<file path="src/rtl/period_meter_pkg.sv">
// Shared types and constants for the period meter and other slow-signal
// measurement blocks on the 50 MHz domain.
package period_meter_pkg;

  typedef enum logic [1:0] {
    IDLE    = 2'd0,
    MEASURE = 2'd1,
    TIMEOUT = 2'd2
  } pm_state_t;

  localparam int CLK_HZ              = 50_000_000;
  localparam int DEFAULT_TIMEOUT_MAX = CLK_HZ - 1;

endpackage

</file>
<file path="src/rtl/period_meter_sync_edge_detect.sv">
// Synchronizer plus registered edge detector for an asynchronous level;
// reusable for buttons, switches and other slow external inputs.
module sync_edge_detect #(
  parameter int SYNC_STAGES = 2
) (
  input  logic CLK_50MHZ,
  input  logic RESET,
  input  logic async_in,
  output logic level,
  output logic rise,
  output logic fall
);

  if (SYNC_STAGES < 2) begin : g_stage_check
    $error("sync_edge_detect: SYNC_STAGES must be at least 2");
  end

  logic [SYNC_STAGES-1:0] sync_p0;
  logic                   sig_d_p1;

  always_ff @(posedge CLK_50MHZ or posedge RESET) begin
    if (RESET) begin
      sync_p0  <= '0;
      sig_d_p1 <= 1'b0;
      rise     <= 1'b0;
      fall     <= 1'b0;
    end else begin
      sync_p0  <= {sync_p0[SYNC_STAGES-2:0], async_in};
      // Stage boundary: synchronized level -> delayed copy and edge strobes
      sig_d_p1 <= sync_p0[SYNC_STAGES-1];
      rise     <= sync_p0[SYNC_STAGES-1] & ~sig_d_p1;
      fall     <= ~sync_p0[SYNC_STAGES-1] & sig_d_p1;
    end
  end

  // The delayed copy changes on the same edge the strobes assert, so the
  // level output stays aligned with rise/fall.
  assign level = sig_d_p1;

endmodule

</file>
<file path="src/rtl/period_meter.sv">
// Measures period and high time of a slow asynchronous square wave in
// CLK_50MHZ cycles, with a result strobe and a no-toggle timeout.
module period_meter
  import period_meter_pkg::*;
#(
  parameter int CNT_WIDTH   = 26,
  parameter int TIMEOUT_MAX = DEFAULT_TIMEOUT_MAX,
  parameter int SYNC_STAGES = 2
) (
  input  logic                 CLK_50MHZ,
  input  logic                 RESET,
  input  logic                 sig_in,
  output logic [CNT_WIDTH-1:0] period,
  output logic [CNT_WIDTH-1:0] high_time,
  output logic                 period_valid,
  output logic                 timeout,
  output logic                 measuring
);

  // counter+1 must fit, so the saturation point leaves one code of headroom
  if (longint'(TIMEOUT_MAX) >= (longint'(1) << CNT_WIDTH) - 1) begin : g_tmo_check
    $error("period_meter: TIMEOUT_MAX must be below 2**CNT_WIDTH-1");
  end

  localparam logic [CNT_WIDTH-1:0] TMAX_C = CNT_WIDTH'(TIMEOUT_MAX);

  logic                 rise_p1;
  logic                 fall_p1;
  logic                 sig_level_unused;
  pm_state_t            state_p2;
  logic [CNT_WIDTH-1:0] cnt_p2;
  logic [CNT_WIDTH-1:0] high_latch_p2;

  sync_edge_detect #(
    .SYNC_STAGES (SYNC_STAGES)
  ) u_sync (
    .CLK_50MHZ (CLK_50MHZ),
    .RESET     (RESET),
    .async_in  (sig_in),
    .level     (sig_level_unused),
    .rise      (rise_p1),
    .fall      (fall_p1)
  );

  // Stage boundary: edge strobes -> cycle counter
  always_ff @(posedge CLK_50MHZ or posedge RESET) begin
    if (RESET) begin
      cnt_p2 <= '0;
    end else if (rise_p1) begin
      cnt_p2 <= '0;
    end else if (cnt_p2 != TMAX_C) begin
      cnt_p2 <= cnt_p2 + 1'b1;
    end
  end

  always_ff @(posedge CLK_50MHZ or posedge RESET) begin
    if (RESET) begin
      high_latch_p2 <= '0;
    end else if (state_p2 == MEASURE && fall_p1) begin
      high_latch_p2 <= cnt_p2 + 1'b1;
    end
  end

  // Stage boundary: counter/edges -> state and published results.
  // A rise on the same cycle the counter saturates is still a valid period.
  always_ff @(posedge CLK_50MHZ or posedge RESET) begin
    if (RESET) begin
      state_p2     <= IDLE;
      period       <= '0;
      high_time    <= '0;
      period_valid <= 1'b0;
      timeout      <= 1'b0;
      measuring    <= 1'b0;
    end else begin
      period_valid <= 1'b0;
      case (state_p2)
        IDLE: begin
          if (rise_p1) begin
            state_p2  <= MEASURE;
            measuring <= 1'b1;
          end
        end
        MEASURE: begin
          if (rise_p1) begin
            period       <= cnt_p2 + 1'b1;
            high_time    <= high_latch_p2;
            period_valid <= 1'b1;
          end else if (cnt_p2 == TMAX_C) begin
            state_p2  <= TIMEOUT;
            timeout   <= 1'b1;
            measuring <= 1'b0;
          end
        end
        TIMEOUT: begin
          // Elapsed time since the last edge is unknown, so no result here
          if (rise_p1) begin
            state_p2  <= MEASURE;
            timeout   <= 1'b0;
            measuring <= 1'b1;
          end
        end
        default: begin
          state_p2  <= IDLE;
          timeout   <= 1'b0;
          measuring <= 1'b0;
        end
      endcase
    end
  end

endmodule

</file>
<file path="config.mk">
export PLATFORM = sky130hd
export DESIGN_NAME = period_meter
export DESIGN_NICKNAME = d
export VERILOG_FILES = /design/src/rtl/period_meter_pkg.sv /design/src/rtl/period_meter_sync_edge_detect.sv /design/src/rtl/period_meter.sv
export SDC_FILE = /design/constraint.sdc
export NUM_CORES = 1
export LEC_CHECK = 0
export BUFFER_PORTS_ARGS = -buffer_cell sky130_fd_sc_hd__clkbuf_2
export CORE_UTILIZATION = 28
export CTS_CLUSTER_SIZE = 40
export DETAILED_ROUTE_END_ITERATION = 8
export PLACE_DENSITY_LB_ADDON = 0.1
export SLEW_MARGIN = 10
export SYNTH_ARGS = -nofsm -noshare
export SYNTH_HDL_FRONTEND = slang
export SYNTH_SLANG_ARGS = --single-unit
</file>
<file path="constraint.sdc">
create_clock -name CLK_50MHZ -period 5.2 [get_ports CLK_50MHZ]
set_input_delay 1.3 -clock CLK_50MHZ [delete_from_list [all_inputs] [get_ports CLK_50MHZ]]
set_output_delay 1.3 -clock CLK_50MHZ [all_outputs]
set_load 0.05 [all_outputs]
</file>
After elaboration in Yosys (flattened, before gate mapping):

Cells that the tools add are included.

* output and inout bits: 55
* word-level logic and storage cells: 49
* bits in registers: 114
* input port bits: 3

* bitwise logic cells: 5
* equal/unequal tests: 8
* reductions and logical operators: 7
* add/sub/neg operators: 1
* mux-type cells: 16

Operators by type and width (number)
* 2-to-1 mux 26 bit: 2
* adder 26 x 1 -> 26 bit (second input constant): 1
* == test 26 bit (second input constant): 1
* != test 26 bit (second input constant): 1
* 2-to-1 mux 1 bit: 8
* 2-to-1 mux 2 bit: 3
* != test 2 x 1 -> 1 bit (second input constant): 3
* case mux 2 bit (2 select lines): 1
* AND reduction 4 bit: 1
* inverter 1 bit: 3
* case mux 1 bit (3 select lines): 1
* AND reduction 3 bit: 1
* bitwise AND 1 bit: 2
* == test 2 x 1 -> 1 bit (second input constant): 1
* == test 2 bit (second input constant): 1
* logical NOT 2 bit: 1
* != test 2 bit (second input constant): 1
* case mux 1 bit (2 select lines): 1
* AND reduction 2 bit: 1
* nonzero test 2 bit: 1
* OR reduction 2 bit: 1
* logical AND 1 bit: 1

Logic depth before layout (Yosys ltp):

Gate-level depths: netlist of the first run.

* depth in word-level cells: 4
* depth in mapped cells: 6
* depth with buffers taken out: 5

Cells and area by module:

Synthesis of the first run repeated with hierarchy kept, for this count alone.

* cells, all modules: 457
* area total of the unflattened synthesis: 4561.9 um^2

Modules (own cells, without submodules)
* period_meter: seq. area each 2727.6 um^2, times used 1, cells each 449, area each 4418.0 um^2
* sync_edge_detect: seq. area each 125.1 um^2, times used 1, cells each 8, area each 143.9 um^2

Worst setup path before layout of the first run:

No wires, ideal clock.

* path kind: flip-flop to flip-flop
* start point: register cnt_p2[0]
* end point: register cnt_p2[18]
* setup slack: 3.215 ns
* data required time: 5.113 ns
* clock period less this slack: 1.985 ns
* arrival time: 1.898 ns
* path buffers: 0
* library setup time: 0.087 ns
* stages on the path, launching flop included: 6
* cell sequence: dfrtp_1 > ha_1 > nand3_2 > or4_4 > or3_4 > a211oi_2

* cells in the longest elaborated chain, start to end: 3
* elaborated cells on any way between the ends: 5
* those cells by class: 1 x add/sub; 1 x eq/ne; 2 x mux; 1 x reduce/logical

RTL lines
* start: declaration: line period_meter.sv:31 `logic [CNT_WIDTH-1:0] cnt_p2;`
* start signal: assignment: line period_meter.sv:52 `cnt_p2 <= cnt_p2 + 1'b1;`
* adder 26 x 1 -> 26 bit: line period_meter.sv:52
* 2-to-1 mux 26 bit: line period_meter.sv:51 `end else if (cnt_p2 != TMAX_C) begin`
* 2-to-1 mux 26 bit: line period_meter.sv:49 `end else if (rise_p1) begin`

Several ways; a longest one is shown, not always the timed one. The select of a mux whose other input is x is not followed.
A chain may end at the register's enable or synchronous reset.

Worst setup path in the final report of the first run:

* start point: register u_sync.rise
* end point: register period[17]

* cells in the longest elaborated chain, start to end: 1

RTL lines
* start: declaration: line period_meter_sync_edge_detect.sv:10 `output logic rise,`
* start signal: assignment: line period_meter_sync_edge_detect.sv:31 `rise <= sync_p0[SYNC_STAGES-1] & ~sig_d_p1;`
* AND reduction 2 bit (no line)
* end signal: assignment: line period_meter.sv:85 `period <= cnt_p2 + 1'b1;`
* end: declaration: line period_meter.sv:13 `output logic [CNT_WIDTH-1:0] period,`

Every way passes these cells.

==> results of run 1 <==
[cells by family (layout without fill, tap and decap cells)]
logic type,Yosys count,after routing
buffers and inverters,31,100
and+or+nand+nor,212,212
adders and majority gates,1,1
xor gates and xnor gates,13,13
AOI/OAI and AO/OA,88,88
DFF,114,114
[final cells by class]
cell class	instances	area, sq um
tap	216	270
sequential	114	2850
fill	1671	10300
clock buffer	21	460
clock inverter	11	111
multi-input combinational	314	1640
inverter	8	32.5
timing repair buffer	60	308
[flip-flops by register name, indices dropped and copies added, names as in the netlist]
| register | count |
|---|---|
| cnt_p2 | 26 |
| measuring | 1 |
| state_p2 | 2 |
| high_latch_p2 | 26 |
| u_sync.sync_p0 | 2 |
| period_valid | 1 |
| period | 26 |
| high_time | 26 |
| u_sync.level | 1 |
| u_sync.fall | 1 |
| timeout | 1 |
| u_sync.rise | 1 |
[synthesized netlist by cell type (all sizes together) (2+ instances only)]
cell and count:
nor2b 3, nand2 118, nand4 12, or4 7, xnor2 7, nand3 11
nor4 3, inv 8, or3 8, a211oi 2, o31ai 4, and3 3
clkbuf 22, a31oi 23, xor2 6, nor2 28, a21oi 15, nor3 11
and4 5, o21ai 40, dfrtp 114
[power by group through the flow]
stage	Sequential, uW	Clock, uW	Combinational [uW]
final	1040	1120	373
after global routing	1050	1200	404
after CTS	1040	1150	381
after detailed placement	1050	0	378
after global placement	1050	0	376
after floorplan	1220	0	115
[layout by cell type, fill, tap and decap left out, drive strengths merged, types with 8 or more instances in the layout]
master  instances
dfrtp         114
nor2           28
nand3          11
inv             8
nand4          12
nand2         118
clkbuf         78
a21oi          15
or3             8
nor3           11
a31oi          23
o21ai          40
clkinv          8
[worst paths after layout]
kind	startpoint	endpoint	slack (ps)	cells after the start
worst min register to register	u_sync.sync_p0[0]	u_sync.sync_p0[1]	340	0
worst max register to register	u_sync.rise	period[17]	2590	5
max in group asynchronous	RESET	cnt_p2[24]	3190	3
min in group asynchronous	RESET	high_time[25]	1080	2
worst max-delay path	u_sync.rise	period[17]	2590	5
worst min-delay path	u_sync.sync_p0[0]	u_sync.sync_p0[1]	340	0
[worst reg2reg max path: stages, from the launching register on]
cell	delay [ps]
dfrtp_1	1080
nand3_2	130
buf_4	340
inv_2	700
nor2_1	110
a31oi_1	160
[through the flow]
stage / hold slack (ps) / instances
final: 344 / 744
after CTS: 347 / 744
after detailed placement: 336 / 712
after floorplan: 331 / 459
after global routing: 367 / 744
after global placement: 333 / 712
[metal layers]
metal / up-vias / GRT usage (%) / wire length [um]
li1: 1696 / - / -
met1: 1648 / 18.9 / 5130
met2: 72 / 21.3 / 4940
met3: 11 / 4.06 / 428
met4: 0 / 6.57 / 173
met5: - / 0 / 0
==> flow_metrics.tcl, run 1 <==
set metrics [dict create \
    p_comb_share_pct 14.7 \
    dp_hpwl_um 7080 \
    outcome "complete, no violations" \
    synth_compound_area_share_pct 10.9 \
    cts_tree "yes" \
    synth_area_sq_um 4600 \
    internal_power_uw 1780 \
    postRouteAntennaNets 0 \
    grt_pass1_wl_um 18000 \
    postSynth.asyncResetShare_pct 100 \
    p_leak_uw 0.00265 \
    power.net_switching_uw 751 \
    layout-area-overhead-vs-synth_pct 23.2 \
    powerDensity_nw_per_um2 446 \
    place_congestion 0.744 \
    finalPower_uw 2530 \
    rows 46 \
    postPlaceCellArea_sq_um 5100 \
    cts_setup_buffers 0 \
    numCtsBuffers 17 \
    drtIter0Drc 161 \
    netlist.area_leader.share_pct 62.0 \
    swShare_pct 29.7 \
    worst_pin_slew_ps 1130 \
    setup_viol 0 \
    synth_area_leaders "dfrtp_1, nand2_1, o21ai_0" \
    clockPowerShare_pct 44.2 \
    clkSlewWorstSetupHoldPaths_ps 50 \
    ys_seq_elements 114 \
    cts_buffer_depth 2 \
    pwr-share-seq_pct 41.1 \
    die_h_um 130 \
    synth.avg_cell_area_sq_um 10.0 \
    coreArea_sq_um 15900 \
    cp_top_family "flip-flops" \
    vias 3427 \
    ctsHoldBuffers 0 \
    synth_mux_area_share_pct 0 \
    grt_setup_unrepaired "no" \
    diodes 0 \
    synthDistinctLibCells 39 \
    cts-root-buf "clkbuf_16" \
    setup_slack_ps 2590 \
    firstDrtPassIters 4 \
    drcViolationCount 0 \
    worstPathCellList "nand3_2, buf_4, inv_2, nor2_1, a31oi_1" \
    via_per_inst 4.61 \
    preCtsSetupSlack_ps 2550 \
    crit_path_start_kind "register" \
    post_cts_resized 0 \
    grt_max_degree 74 \
    finalCritPeriodShare_pct 50.1 \
    synth_area_leader_cell "dfrtp_1" \
    max-slew-margin-rel_pct 24.9 \
    numClockSinks 114 \
    synth-simple-area-share_pct 21.8 \
    finish.instance_area_sq_um 5670 \
    slowest_delay_ps 1080 \
    cap_violations 0 \
    ys.flop_type "dfrtp_1" \
    final_util_pct 35.6 \
    end_kind "register" \
    antenna_found_initial 0 \
    synth-xor-area-share_pct 2.47 \
    pin_count 58 \
    post_drt_wl_per_cell_um 14.3 \
    grt_pass1_vias 3409 \
    start_util_pct 28.9 \
    fin_nets 519 \
    die_w_um 130 \
    hold_class "reg2reg" \
    drive_gt1_share_pct 20.1 \
    crit_slowest_cell "dfrtp_1" \
    setup-tns-final_ps 0 \
    htree_levels 4 \
    slew_viol_final 0 \
    seq_area_frac_synth_pct 62.0 \
    path_class "reg2reg" \
    max-vdd-ir-drop_v 0.000246 \
    synth_top_family_by_area "simple AND/OR/NAND/NOR gates" \
    yosysWarnings 0 \
    grt.total_usage_pct 14.2 \
    syn_nets 463 \
    synth_edf_count 0 \
    finalHoldViolations 0 \
    die-area_sq_um 17000 \
    cp_max_fo 56 \
    drt_wl_total_um 10700 \
    worst-path-buf-inv 2 \
    grt_overflow 0 \
    min_period_ps 2610 \
    finClkSkew_ps 18.5 \
    syn_inst 459 \
    worst_ep_arrival_time_ps 2940 \
    critPathRequiredTime_ps 5540 \
    clk_latency_ps 420 \
    yosys.area_share.adder_pct 0.272 \
    max_freq_mhz 384 \
    portBuffers 57 \
]
(Power assumes the default switching activity.)
==> run 2, diff against run 1 <==
ABC_AREA = 1   (was unset)
clock period = 2.1 ns   (was 5.2 ns; I/O delays follow)
==> run 2 against run 1 <==
  * Sequential cell count did not move
  * Register-to-register slack got worse by 2300 ps
  * Largest power group unchanged
  * Core utilization is 0.30 points higher
  * Via count up 5.0%
  * Maximum frequency rose by 42%
==> flow_metrics.tcl, run 2 <==
set metrics [dict create \
    outcome "complete, no violations" \
    grt_overflow 0 \
    yosysWarnings 0 \
    clockPowerShare_pct 47.9 \
    clk_latency_ps 410 \
    die-area_sq_um 18000 \
    final.fill_count 1808 \
    vias 3598 \
    drtIter0Drc 232 \
    max_freq_mhz 546 \
    cp_max_fo 69 \
    layout-area-overhead-vs-synth_pct 23.7 \
    ff_latch_area_sq_um 2850 \
    drive_gt1_share_pct 19.9 \
    syn_nets 559 \
    antenna_found_initial 0 \
    crit_path_start_kind "register" \
    end_kind "register" \
    finalCritPeriodShare_pct 87.3 \
    grt_setup_unrepaired "no" \
    endpoint "period[9]" \
    ys_seq_elements 114 \
    finalHoldViolations 0 \
    place_congestion 0.829 \
    synth_edf_count 0 \
    post_cts_resized 0 \
    cts-root-buf "clkbuf_16" \
    hold_class "in2async" \
    r2r_start "state_p2[0]" \
    drt_wl_total_um 12200 \
    synth_area_leaders "dfrtp_1, nand2_1, o21ai_0" \
    finalPower_uw 6060 \
    slew_viol_final 0 \
    finClkSkew_ps 5.13 \
    grt_max_degree 70 \
    power.net_switching_uw 1660 \
    pwr-share-seq_pct 40.0 \
    grt_pass1_vias 3778 \
    dp_hpwl_um 8700 \
    grt_pass1_wl_um 20800 \
    fin_nets 625 \
    synth_area_sq_um 4880 \
    max-slew-margin-rel_pct 27.8 \
    ys.flop_type "dfrtp_1" \
    coreArea_sq_um 16800 \
    worst_pin_slew_ps 1080 \
    p_comb_share_pct 12.1 \
    htree_levels 4 \
    synth_area_leader_cell "dfrtp_1" \
    postRouteAntennaNets 0 \
    setup_viol 0 \
    min_period_ps 1830 \
    synth.avg_cell_area_sq_um 8.79 \
    via_per_inst 4.21 \
    grt.total_usage_pct 15.4 \
    numCtsBuffers 17 \
    pin_count 58 \
    cts_setup_buffers 0 \
    max-vdd-ir-drop_v 0.000615 \
    synth_most_common_cell "nand2_1" \
    seq_area_frac_synth_pct 58.5 \
    setup.worst_path.start "state_p2[0]" \
    postSynth.asyncResetShare_pct 100 \
    rr_endpoint "period[9]" \
    ff2ff_path_depth 6 \
    synthDistinctLibCells 30 \
    cap_violations 0 \
    critPathRequiredTime_ps 2340 \
    numClockSinks 114 \
    clkSlewWorstSetupHoldPaths_ps 50 \
    powerDensity_nw_per_um2 1000 \
    die_w_um 134 \
    p_leak_uw 0.00314 \
    synth_common_cells "nand2_1, dfrtp_1, inv_1, nor2_1, o21ai_0" \
    drcViolationCount 0 \
    r2r_setup_slack_ps 270 \
    setup-tns-final_ps 0 \
    netlist.area_leader.share_pct 58.5 \
    post_drt_wl_per_cell_um 14.3 \
    portBuffers 57 \
    die_h_um 134 \
    start_util_pct 29.0 \
    final_cell_mix "nand2_1, dfrtp_1, clkbuf_2" \
    swShare_pct 27.4 \
    ctsHoldBuffers 0 \
    rows 47 \
    diodes 0 \
    final_common_cell "nand2_1" \
    syn_inst 555 \
    path_class "reg2reg" \
    multiInputGateArea_sq_um 1790 \
    internal_power_uw 4410 \
    cts_tree "yes" \
    cts_buffer_depth 2 \
    firstDrtPassIters 4 \
    worst_ep_arrival_time_ps 2070 \
]
==> run 2: changes by cell type after synthesis, moves of 6 or more <==
cell / previous run / this run
nor3_1: 11 / 1
o21ai_0: 40 / 28
or3_1: 7 / 0
a21oi_1: 15 / 9
a31oi_1: 23 / 0
inv_1: 7 / 36
o21ai_1: 0 / 9
clkbuf_1: 22 / 9
nand2_2: 0 / 9
nor2_1: 27 / 35
nor2_4: 0 / 8
nand2_1: 118 / 240
buf_2: 0 / 7
==> run 2: cell families (layout without fill, tap and decap cells) <==
| kind of cell | after synthesis | count (layout) | share of synthesized area [%] |
|---|---|---|---|
| simple gates | 319 | 319 | 28.5 |
| mux | 1 | 1 | 0.205 |
| fa+ha+maj | 1 | 1 | 0.257 |
| compound gates | 49 | 49 | 5.21 |
| buf+inv | 57 | 136 | 4.72 |
| xor+xnor | 14 | 14 | 2.67 |
| flops | 114 | 114 | 58.5 |
==> run 2: through the flow <==
stage | setup slack (ps) | instances | hold slack (ps) | cell area, sq um | utilization (%)
final | 267 | 854 | 132 | 6030 | 35.9
after global routing | 9.44 | 854 | 146 | 6030 | 35.9
after CTS | 160 | 854 | 124 | 6030 | 35.9
after detailed placement | 185 | 822 | 342 | 5440 | 32.3
after global placement | 238 | 822 | 342 | 5440 | 32.3
after floorplan | 190 | 555 | 331 | 4880 | -
==> run 2: power by group through the flow <==
stage,Clock (uW),Combinational [uW],Sequential [uW]
after CTS,2990,755,2430
after global routing,3080,816,2440
after floorplan,0,310,2700
after detailed placement,0,755,2460
after global placement,0,750,2460
final,2900,734,2430
==> run 2: final cells by class <==
class                   instances  share of cell area, %
clock buffers                  21                   7.63
clock inverters                11                   2.24
inverters                      40                   2.55
multi-input cells             384                   29.7
flip-flops and latches        114                   47.3
well taps                     220                   4.56
repair buffers                 64                   6.01
==> run 2: how the worst min path moves through the flow <==
stage | depth (start not counted) | slack [ps] | endpoint | startpoint
floorplan | 0 | 330 | u_sync.sync_p0[1] | u_sync.sync_p0[0]
global placement | 0 | 340 | u_sync.sync_p0[1] | u_sync.sync_p0[0]
detailed placement | 0 | 340 | u_sync.sync_p0[1] | u_sync.sync_p0[0]
CTS | 2 | 120 | high_time[16] | RESET
global route | 2 | 150 | high_time[5] | RESET
finish | 2 | 130 | high_time[5] | RESET
==> run 2: routing by layer <==
layer	vias to the layer above	track usage, %	routed length, um
met5	-	0	0
met4	0	6.06	123
met3	9	3.17	473
met2	70	23.6	5540
met1	1665	21.2	6080
li1	1854	-	-
==> run 2: worst max-delay path, cell delays in order (launching register included) <==
cell and delay, ps:
dfrtp_1 390, inv_2 90, nor2_4 50, inv_2 90
nor2_8 40, inv_2 740, o21ai_0 250
